--- src/rtl/hpdmc_pkg.sv ---
// Shared FML definitions for the SDRAM controller's 4x32 initiator ports.
// Contents: burst geometry (beats per burst, beat width, bytes per burst)
// and the state encoding of the burst reader FSM.
package hpdmc_pkg;

  localparam int FML_BURST_LEN   = 4;
  localparam int FML_BEAT_W      = 32;
  localparam int FML_BURST_BYTES = 16;

  typedef enum logic [2:0] {
    S_IDLE  = 3'd0,
    S_ISSUE = 3'd1,
    S_REQ   = 3'd2,
    S_WDATA = 3'd3,
    S_BEATS = 3'd4,
    S_FIN   = 3'd5
  } fml_state_e;

endpackage

--- src/rtl/fml_burst_fifo.sv ---
// Synchronous first-word-fall-through FIFO buffering FML read beats.
// Ports:
//   sys_clk, sys_rst_n : clock, asynchronous active-low reset
//   push, din          : write one word (caller guarantees space)
//   pop                : consume head word; ignored when empty
//   flush              : discard all contents (takes priority)
//   dout, valid        : head word and its valid flag
//   level              : occupancy in words, 0..2**LOG2
module fml_burst_fifo #(
  parameter int W    = 32,
  parameter int LOG2 = 5
) (
  input  logic          sys_clk,
  input  logic          sys_rst_n,
  input  logic          push,
  input  logic [W-1:0]  din,
  input  logic          pop,
  input  logic          flush,
  output logic [W-1:0]  dout,
  output logic          valid,
  output logic [LOG2:0] level
);

  localparam int DEPTH = 2 ** LOG2;
  localparam logic [LOG2:0] DEPTH_W = (LOG2 + 1)'(DEPTH);

  logic [W-1:0]    mem [DEPTH];
  logic [LOG2-1:0] wr_ptr;
  logic [LOG2-1:0] rd_ptr;
  logic [LOG2:0]   count;
  logic            do_pop;

  assign valid  = (count != '0);
  assign do_pop = pop & valid;
  assign dout   = mem[rd_ptr];
  assign level  = count;

  always_ff @(posedge sys_clk or negedge sys_rst_n) begin
    if (!sys_rst_n) begin
      wr_ptr <= '0;
      rd_ptr <= '0;
      count  <= '0;
    end else if (flush) begin
      wr_ptr <= '0;
      rd_ptr <= '0;
      count  <= '0;
    end else begin
      if (push)   wr_ptr <= wr_ptr + 1'b1;
      if (do_pop) rd_ptr <= rd_ptr + 1'b1;
      case ({push, do_pop})
        2'b10:   count <= count + 1'b1;
        2'b01:   count <= count - 1'b1;
        default: count <= count;
      endcase
    end
  end

  // Storage carries data only, so it is left out of reset.
  always_ff @(posedge sys_clk) begin
    if (push) mem[wr_ptr] <= din;
  end

  // The reader only issues a burst when four free slots exist.
  push_when_full: assert property (@(posedge sys_clk) disable iff (!sys_rst_n)
                                   !(push && (count == DEPTH_W)));

endmodule

--- src/rtl/fml_burst_reader.sv ---
// Read-only FML initiator: fetches nbursts_i consecutive 16-byte bursts
// starting at base_adr_i and streams the words out through a FWFT FIFO.
// Ports:
//   sys_clk, sys_rst_n        : clock, asynchronous active-low reset
//   start_i, abort_i          : transfer control pulses
//   base_adr_i, nbursts_i     : transfer region, sampled at start
//   busy_o, done_o            : transfer active / one-cycle completion pulse
//   fml_*                     : FML 4x32 initiator port (read only)
//   q_data_o/q_valid_o/q_ready_i : word stream out, level_o FIFO occupancy
module fml_burst_reader
  import hpdmc_pkg::*;
#(
  parameter int ADR_W     = 25,
  parameter int FIFO_LOG2 = 5,
  parameter int CNT_W     = 16
) (
  input  logic                  sys_clk,
  input  logic                  sys_rst_n,
  input  logic                  start_i,
  input  logic                  abort_i,
  input  logic [ADR_W-1:0]      base_adr_i,
  input  logic [CNT_W-1:0]      nbursts_i,
  output logic                  busy_o,
  output logic                  done_o,
  output logic [ADR_W-1:0]      fml_adr,
  output logic                  fml_stb,
  output logic                  fml_we,
  output logic [3:0]            fml_sel,
  output logic [FML_BEAT_W-1:0] fml_di,
  input  logic                  fml_eack,
  input  logic                  fml_ack,
  input  logic [FML_BEAT_W-1:0] fml_do,
  output logic [FML_BEAT_W-1:0] q_data_o,
  output logic                  q_valid_o,
  input  logic                  q_ready_i,
  output logic [FIFO_LOG2:0]    level_o
);

  localparam logic [FIFO_LOG2:0] DEPTH_W = (FIFO_LOG2 + 1)'(2 ** FIFO_LOG2);
  localparam logic [FIFO_LOG2:0] BURST_W = (FIFO_LOG2 + 1)'(FML_BURST_LEN);

  fml_state_e         state_q, state_d;
  logic [ADR_W-1:0]   adr_q;
  logic [CNT_W-1:0]   rem_q;
  logic [1:0]         beat_q;
  logic               busy_q;
  logic               done_q;
  logic               abort_pend_q;

  logic               abort_now;
  logic               start_acc;
  logic               burst_end;
  logic               push;
  logic               flush;
  logic [FIFO_LOG2:0] level;
  logic [FIFO_LOG2:0] free;
  logic               space_ok;

  // Only one burst is ever in flight and ISSUE is entered after its last
  // beat has landed, so occupancy alone gives the free space.
  assign free      = DEPTH_W - level;
  assign space_ok  = (free >= BURST_W);
  assign abort_now = abort_pend_q | abort_i;

  always_comb begin
    state_d   = state_q;
    start_acc = 1'b0;
    burst_end = 1'b0;
    push      = 1'b0;
    flush     = 1'b0;
    case (state_q)
      S_IDLE: begin
        if (start_i) begin
          start_acc = 1'b1;
          state_d   = (nbursts_i == '0) ? S_FIN : S_ISSUE;
        end
      end
      S_ISSUE: begin
        if (abort_now)     state_d = S_FIN;
        else if (space_ok) state_d = S_REQ;
      end
      // Strobe must stay up until eack even if an abort arrives.
      S_REQ: begin
        if (fml_eack) state_d = S_WDATA;
      end
      S_WDATA: begin
        if (fml_ack) begin
          push    = 1'b1;
          state_d = S_BEATS;
        end
      end
      // Beats 1..3 follow the ack on consecutive cycles without handshake.
      S_BEATS: begin
        push = 1'b1;
        if (beat_q == 2'd3) begin
          burst_end = 1'b1;
          state_d   = ((rem_q == CNT_W'(1)) || abort_now) ? S_FIN : S_ISSUE;
        end
      end
      S_FIN: begin
        flush   = abort_pend_q;
        state_d = S_IDLE;
      end
      default: state_d = S_IDLE;
    endcase
  end

  always_ff @(posedge sys_clk or negedge sys_rst_n) begin
    if (!sys_rst_n) begin
      state_q      <= S_IDLE;
      adr_q        <= '0;
      rem_q        <= '0;
      beat_q       <= '0;
      busy_q       <= 1'b0;
      done_q       <= 1'b0;
      abort_pend_q <= 1'b0;
    end else begin
      state_q <= state_d;
      done_q  <= (state_q == S_FIN);

      if (state_q == S_FIN) busy_q <= 1'b0;
      else if (start_acc)   busy_q <= 1'b1;

      if (state_q == S_FIN)                        abort_pend_q <= 1'b0;
      else if (state_q != S_IDLE && abort_i)       abort_pend_q <= 1'b1;

      if (start_acc) begin
        adr_q <= base_adr_i & ~ADR_W'(4'hF);
        rem_q <= nbursts_i;
      end else if (burst_end) begin
        adr_q <= adr_q + ADR_W'(FML_BURST_BYTES);
        rem_q <= rem_q - 1'b1;
      end

      if (state_q == S_WDATA && fml_ack) beat_q <= 2'd1;
      else if (state_q == S_BEATS)       beat_q <= beat_q + 1'b1;
    end
  end

  fml_burst_fifo #(
    .W    (FML_BEAT_W),
    .LOG2 (FIFO_LOG2)
  ) u_fifo (
    .sys_clk   (sys_clk),
    .sys_rst_n (sys_rst_n),
    .push      (push),
    .din       (fml_do),
    .pop       (q_ready_i),
    .flush     (flush),
    .dout      (q_data_o),
    .valid     (q_valid_o),
    .level     (level)
  );

  assign busy_o  = busy_q;
  assign done_o  = done_q;
  assign fml_adr = adr_q;
  assign fml_stb = (state_q == S_REQ);
  assign fml_we  = 1'b0;
  assign fml_sel = 4'hF;
  assign fml_di  = '0;
  assign level_o = level;

endmodule
--- config.mk ---
export PLATFORM = sky130hd
export DESIGN_NAME = fml_burst_reader
export DESIGN_NICKNAME = d
export VERILOG_FILES = /design/src/rtl/hpdmc_pkg.sv /design/src/rtl/fml_burst_fifo.sv /design/src/rtl/fml_burst_reader.sv
export SDC_FILE = /design/constraint.sdc
export NUM_CORES = 1
export LEC_CHECK = 0
export CELL_PAD_IN_SITES_DETAIL_PLACEMENT = 1
export CELL_PAD_IN_SITES_GLOBAL_PLACEMENT = 1
export CORE_AREA = 2 2 312 314
export CTS_BUF_LIST = sky130_fd_sc_hd__clkbuf_2 sky130_fd_sc_hd__clkbuf_4 sky130_fd_sc_hd__clkbuf_8
export DETAILED_ROUTE_END_ITERATION = 16
export DIE_AREA = 0 0 314 316
export PLACE_DENSITY = 0.75
export SYNTH_ARGS = -nofsm -noshare
export SYNTH_HDL_FRONTEND = slang
export SYNTH_SLANG_ARGS = --single-unit
--- constraint.sdc ---
create_clock -name sys_clk -period 3.3 [get_ports sys_clk]
set_input_delay 0.66 -clock sys_clk [delete_from_list [all_inputs] [get_ports sys_clk]]
set_output_delay 0.66 -clock sys_clk [all_outputs]
set_load 0.05 [all_outputs]
Word-level counts from Yosys, hierarchy flattened
Memory sizes are Yosys's and may differ from the RTL's.
Index checks and enable logic that the tools add are counted.
{"block": "totals", "reg_bits": 65, "mem_bits_rw": 1024, "input_bits": 80, "output_inout_bits": 104, "word_cells": 85, "n_memories": 1}
{"memory": "u_fifo.mem", "depth": 32, "word_bits": 32, "read_ports": 1, "rd_ports_with_merged_regs": 0, "wr": 1, "line": "fml_burst_fifo.sv:27", "source": "logic [W-1:0] mem [DEPTH];"}
{"block": "op_classes", "addsub": 8, "order_cmp": 1, "n_eq_ne": 14, "n_mux": 34, "n_bitwise": 2, "n_reduce_logical": 15}
{"cell": "$mux W25", "n": 2}
{"cell": "$mux W16", "n": 2}
{"cell": "$add A25 B5 Y25 const B", "n": 1}
{"cell": "$mux W3", "n": 8}
{"cell": "$mux W5", "n": 4}
{"cell": "$eq A16 B1 Y1 const B", "n": 1}
{"cell": "$logic_not A16 Y1", "n": 1}
{"cell": "$sub A16 B1 Y16 const B", "n": 1}
{"cell": "$pmux W3 S5", "n": 1}
{"cell": "$mux W1", "n": 12}
{"cell": "$pmux W6 S2", "n": 1}
{"cell": "$reduce_bool A2 Y1", "n": 6}
{"cell": "$add A5 B1 Y5 const B", "n": 2}
{"cell": "$add A6 B1 Y6 const B", "n": 1}
{"cell": "$eq A3 B2 Y1 const B", "n": 2}
{"cell": "$eq A3 B3 Y1 const B", "n": 2}
{"cell": "$ge A6 B3 Y1 const B", "n": 1}
{"cell": "$mux W6", "n": 1}
{"cell": "$ne A2 B2 Y1 const B", "n": 3}
{"cell": "$reduce_bool A3 Y1", "n": 2}
{"cell": "$reduce_bool A6 Y1", "n": 1}
{"cell": "$sub A6 B1 Y6 const B", "n": 1}
{"cell": "$sub A6 B6 Y6 const A", "n": 1}
{"cell": "$reduce_and A5 Y1", "n": 1}
{"cell": "other kinds (13)", "n": 16}

Logic depth before layout (Yosys ltp)
{"block": "depth", "depth_word": 5, "depth_mapped": 10}

Hierarchy
Synthesis repeated with hierarchy kept, for this count alone.
{"block": "unflattened", "hier_cells": 2353, "hier_area_um2": 43444.2}
{"mod": "fml_burst_fifo", "instances": 1, "cells_each": 1994, "area_each_um2": 40370.0}
{"mod": "fml_burst_reader", "instances": 1, "cells_each": 359, "area_each_um2": 3074.2}

Worst setup path before layout
Ideal clock, no wire load.
{"block": "synth_path", "kind": "register to register", "from": "register state_q[2]", "to": "memory u_fifo.mem[15][0], enable pin", "arrival_ns": 2.837, "setup_slack_ns": 0.041, "stages_incl_launch_ff": 7, "n_path_buf": 2, "period_less_slack_ns": 3.259, "path_cell_list": "dfrtp_1 clkbuf_1 nor2b_1 a31o_2 buf_2 nand2_1 nor2_1"}
{"block": "synth_via", "elab_chain_cells": 4, "word_cells_on_any_way": 5, "cone_classes": "2 x eq/ne; 3 x mux"}
{"item": "start, declared", "line": "fml_burst_reader.sv:42", "source": "fml_state_e state_q, state_d;"}
{"item": "start signal, assigned", "line": "fml_burst_reader.sv:118", "source": "state_q <= state_d;"}
{"item": "$eq A3 B3 Y1 / $eq A3 B2 Y1 (equally long branches)", "line": "fml_burst_reader.sv:71", "source": "case (state_q)"}
{"item": "$pmux W1 S2 (*)", "line": "fml_burst_reader.sv:71"}
{"item": "$mux W1 (*)", "line": "fml_burst_fifo.sv:60", "source": "if (push) mem[wr_ptr] <= din;"}
{"item": "$mux W1 (not written as such) (*)", "line": "fml_burst_fifo.sv:60"}
{"item": "end, declared", "line": "fml_burst_fifo.sv:27"}
Mark *: on every way between the ends. The rest lies on a longest branch, timed or not.

Worst setup path in the final report
{"block": "layout_path", "from": "register u_fifo.rd_ptr[0]", "to": "output port q_data_o[7]"}
{"block": "layout_via", "elab_chain_cells": 1}
{"item": "start, declared", "line": "fml_burst_fifo.sv:29", "source": "logic [LOG2-1:0] rd_ptr;"}
{"item": "start signal, assigned", "line": "fml_burst_fifo.sv:49", "source": "if (do_pop) rd_ptr <= rd_ptr + 1'b1;"}
{"item": "$mem_v2 Z32 W32"}
{"item": "end, declared", "line": "fml_burst_reader.sv:33", "source": "output logic [FML_BEAT_W-1:0] q_data_o,"}
No other way between the ends.

==> run summary <==
The flow ran to the end, but the final reports show violations. The final reports fail on negative setup slack. The placement-stage cell area is between 40,000 and 50,000 um2. The library cell used most frequently in the layout, excluding fill and tap cells, is sky130_fd_sc_hd__edfxtp_1. At the pin with the least slew margin, the transition time is roughly 1.2 ns. The power density relative to cell area came out at approximately 830 nW/um2. The net count of the finished layout came out at 2,387. The worst hold path belongs to the class input pin to async pin. The reported leakage power is around 0.016 uW. The signed area change from the synthesized netlist to the final layout is 19.55%. The number of failing hold endpoints at the final stage is 0. The endpoint identified for the worst register-to-register timing path is u_fifo.mem[27][15]. The cell count after synthesis is between 1,500 and 2,000. The top cell types in the final layout, fill and taps aside, are sky130_fd_sc_hd__edfxtp_1 (1,024), sky130_fd_sc_hd__mux4_2 (320), sky130_fd_sc_hd__clkbuf_8 (177), sky130_fd_sc_hd__clkdlybuf4s50_1 (103).

The residual overflow from global routing came out at 0. The total of warnings raised by yosys is 0. Synthesis inferred between 1,000 and 1,500 register bits. By startpoint and endpoint, the worst setup path is classified as flip-flop to primary output. The mean routed wirelength per cell is roughly 30 um. Measured against its own limit, the worst slew margin works out to 23.01%. At the end of routability-driven placement, the weighted congestion stood at roughly 0.79. The total via count in the routed design is ~22,000. Among all flip-flop cells after synthesis, the most frequent one is sky130_fd_sc_hd__edfxtp_1.

The endpoint class of the critical path is a primary output. The count of different cell masters after synthesis is between 50 and 60. For this run, the register share of the synthesized area comes to between 70% and 80%. The worst clock skew is roughly 0.033 ns. The flop-to-flop setup slack is between 0.4 and 0.5 ns.

The number of nets with antenna violations after detailed routing is 0. The number of search-and-repair iterations in the first detailed-routing pass is 7. The starting utilization of the core area came out at approximately 45%. In this run, synthesis inferred between 1,000 and 1,500 flip-flops with an integrated enable. The fraction of final layout cells sized beyond drive strength 1 came out at around a third.

The floorplan has between 100 and 150 rows. STA puts the critical path data arrival time at 3.30 ns. The post-synth design cell area is 42,760 um2. Setup violations remaining at the end of the flow were counted as 32.

Setup repair after global routing could not meet its margin everywhere. After detailed routing, the number of remaining DRC violations is 0. The number of buffers inserted during clock tree synthesis is 172. The global-route usage over all layers came out at about 22%. The maximum level of the CTS H-tree came out at 4. The number of input and output port buffers inserted is 138. The total area inside the core boundary comes to around 96,000 um2. The number of global-route vias before repair was approximately 24,000.

The number of clock sinks came out at 1,085. The post-route worst setup slack came out at -0.6635 ns. The share of async-settable or async-resettable flops after synthesis is ~5.6%. After routing the design area is approximately 50,000 um2.

STA classifies the critical path startpoint as a flip-flop. The die height came out at roughly 320 um. The worst register-to-register path begins at state_q[0]. The sum of routed wire length over all layers came out at around 110,000 um. The tree is rooted in a sky130_fd_sc_hd__clkbuf_8. The register clock-pin slew on the reported worst setup and hold paths is roughly 0.060 ns. From left edge to right edge, the die measures ~310 um.

The CTS tree is yes. At the worst endpoint, the required time is 2.64 ns. The die covers roughly 99,000 um2. The path depth of the worst reg2reg path is 6. The average cell area after synthesis came out at 21.95 um2.

The pin count of the biggest net entering global routing came out at 39. The number of top-level pins is approximately 180. The first-pass GRT wire length came out at 161,100 um. The HPWL after detailed placement is between 60,000 and 70,000 um. The tool flagged a number of max-cap violations equal to 0. The number of DRC markers in iteration 0 is about 2,400. Using the TritonRoute via totals, the vias-per-cell ratio works out to 5.864. The period utilization came out at 120.1%.

Cells fill a little over half of the core in the end. The number of pins with negative max-slew slack in the final report came out at 0. The initial antenna violation count came to 6.

In this run the deepest clock path goes through 3 buffers. The post-layout minimum cycle time is just under 4 ns. Clock latency on the worst-skew pair, taken at its later pin, is around 0.85 ns. The maximum net fanout on the critical path is 7.

The achievable frequency is between 200 and 300 MHz. Across the VDD grid, the largest voltage drop is around 0.00044 V.
## flip-flops by register name (all words and copies together) (netlist names)
name and count:
beat_q 2, state_q 3, abort_pend_q 1, u_fifo.rd_ptr 5, done_o 1, fml_adr 21
busy_o 1, u_fifo.level 6, u_fifo.mem 1024, u_fifo.wr_ptr 5, rem_q 16
## timing repair
item / 4_1_cts / 5_1_grt
setup endpoints to repair: 34 / 32
hold buffers: 1 / 0
gates cloned: 8 / 11
gates resized for setup: 60 / 35
setup buffers: 11 / 3
hold endpoints to repair: 25 / 0
## cell type report
| cell class | count | area (um2) |
|---|---|---|
| well taps | 1276 | 1597 |
| flip-flops and latches | 1085 | 32290 |
| clock inverters | 75 | 491.7 |
| clock buffers | 230 | 2834 |
| multi-input cells | 744 | 10120 |
| diodes | 4 | 10.01 |
| fillers | 8432 | 44880 |
| inverters | 15 | 56.30 |
| repair buffers | 278 | 3717 |
## where the power goes
group / internal (uW) / total [uW] / switching, uW
Sequential: 15700 / 16400 / 653
Clock: 5860 / 11200 / 5360
Combinational: 7320 / 15000 / 7650
## metrics by stage
| step | instances | total power, uW | setup slack [ns] | setup TNS (ns) | hold slack (ns) |
|---|---|---|---|---|---|
| final | 3707 | 42550 | -0.6635 | -19.64 | 0.4012 |
| after global routing | 3706 | 44200 | -0.7359 | -22.53 | 0.4042 |
| after CTS | 3690 | 42210 | -0.7731 | -22.51 | 0.3450 |
| after detailed placement | 3365 | 29990 | 0.1215 | 0 | 0.4966 |
| after global placement | 3365 | 29550 | 0.1319 | 0 | 0.5095 |
| after floorplan | 1987 | 25690 | 0.04057 | 0 | 0.3644 |
## layer usage
| metal | global-route usage [%] | up-vias | share of wire, % |
|---|---|---|---|
| met5 | 0 | - | 0 |
| met4 | 8.384 | 0 | 3.1 |
| met3 | 3.850 | 196 | 6.7 |
| met2 | 37.41 | 986 | 50 |
| met1 | 30.04 | 11700 | 40 |
| li1 | - | 8855 | - |
## synthesized netlist by cell type (3+ instances only)
cell type / number / area share (%)
sky130_fd_sc_hd__nor3_1: 16 / 0.19
sky130_fd_sc_hd__nand4_1: 4 / 0.059
sky130_fd_sc_hd__o22ai_1: 4 / 0.059
sky130_fd_sc_hd__and3_1: 7 / 0.10
sky130_fd_sc_hd__nand2_1: 56 / 0.49
sky130_fd_sc_hd__o311ai_0: 8 / 0.16
sky130_fd_sc_hd__nand3_1: 12 / 0.14
sky130_fd_sc_hd__buf_1: 8 / 0.070
sky130_fd_sc_hd__mux4_2: 320 / 17
sky130_fd_sc_hd__nor3b_1: 4 / 0.070
sky130_fd_sc_hd__inv_1: 15 / 0.13
sky130_fd_sc_hd__a21oi_1: 23 / 0.27
sky130_fd_sc_hd__a31oi_1: 6 / 0.088
sky130_fd_sc_hd__and2_1: 7 / 0.10
sky130_fd_sc_hd__clkbuf_1: 61 / 0.54
sky130_fd_sc_hd__o21ai_0: 27 / 0.32
sky130_fd_sc_hd__nor4_1: 8 / 0.12
sky130_fd_sc_hd__xor2_1: 9 / 0.18
sky130_fd_sc_hd__buf_2: 17 / 0.20
sky130_fd_sc_hd__nand3b_1: 3 / 0.053
sky130_fd_sc_hd__o2bb2ai_1: 3 / 0.061
sky130_fd_sc_hd__a221o_1: 13 / 0.30
sky130_fd_sc_hd__xnor2_1: 5 / 0.10
sky130_fd_sc_hd__ha_1: 11 / 0.32
sky130_fd_sc_hd__buf_4: 53 / 0.93
sky130_fd_sc_hd__edfxtp_1: 1024 / 72
sky130_fd_sc_hd__nor2_1: 77 / 0.68
sky130_fd_sc_hd__mux2_2: 32 / 0.84
sky130_fd_sc_hd__or3_1: 6 / 0.088
sky130_fd_sc_hd__dfrtp_1: 61 / 3.6
sky130_fd_sc_hd__o211ai_1: 8 / 0.14
sky130_fd_sc_hd__buf_6: 4 / 0.11
## worst max-delay path, stage by stage, from the launching register on
cell                      delay, ns
sky130_fd_sc_hd__dfrtp_4       0.47
sky130_fd_sc_hd__buf_16        0.17
sky130_fd_sc_hd__buf_16        0.18
sky130_fd_sc_hd__buf_8         0.13
sky130_fd_sc_hd__mux4_2        0.51
sky130_fd_sc_hd__mux4_2        0.54
sky130_fd_sc_hd__mux2_4        0.30
sky130_fd_sc_hd__buf_6         0.16
## worst max-delay path by stage
stage,to,startpoint,cells past startpoint
detailed placement,q_data_o[26],u_fifo.rd_ptr[0],6
global route,q_data_o[22],u_fifo.rd_ptr[0],6
CTS,q_data_o[9],u_fifo.rd_ptr[0],7
floorplan,u_fifo.mem[15][0],state_q[2],6
global placement,q_data_o[29],u_fifo.rd_ptr[0],6
finish,q_data_o[7],u_fifo.rd_ptr[0],7
## logic make-up after synthesis
group / count (synthesis) / synth area share (%)
other: 2 / 0.01756
adders and majority gates: 11 / 0.3219
AOI/OAI and AO/OA: 112 / 1.850
DFF: 1085 / 75.49
and+or+nand+nor: 212 / 2.318
muxes: 354 / 17.75
buffers and inverters: 158 / 1.972
xor gates and xnor gates: 14 / 0.2868
Power figures use the tool's default switching activity.
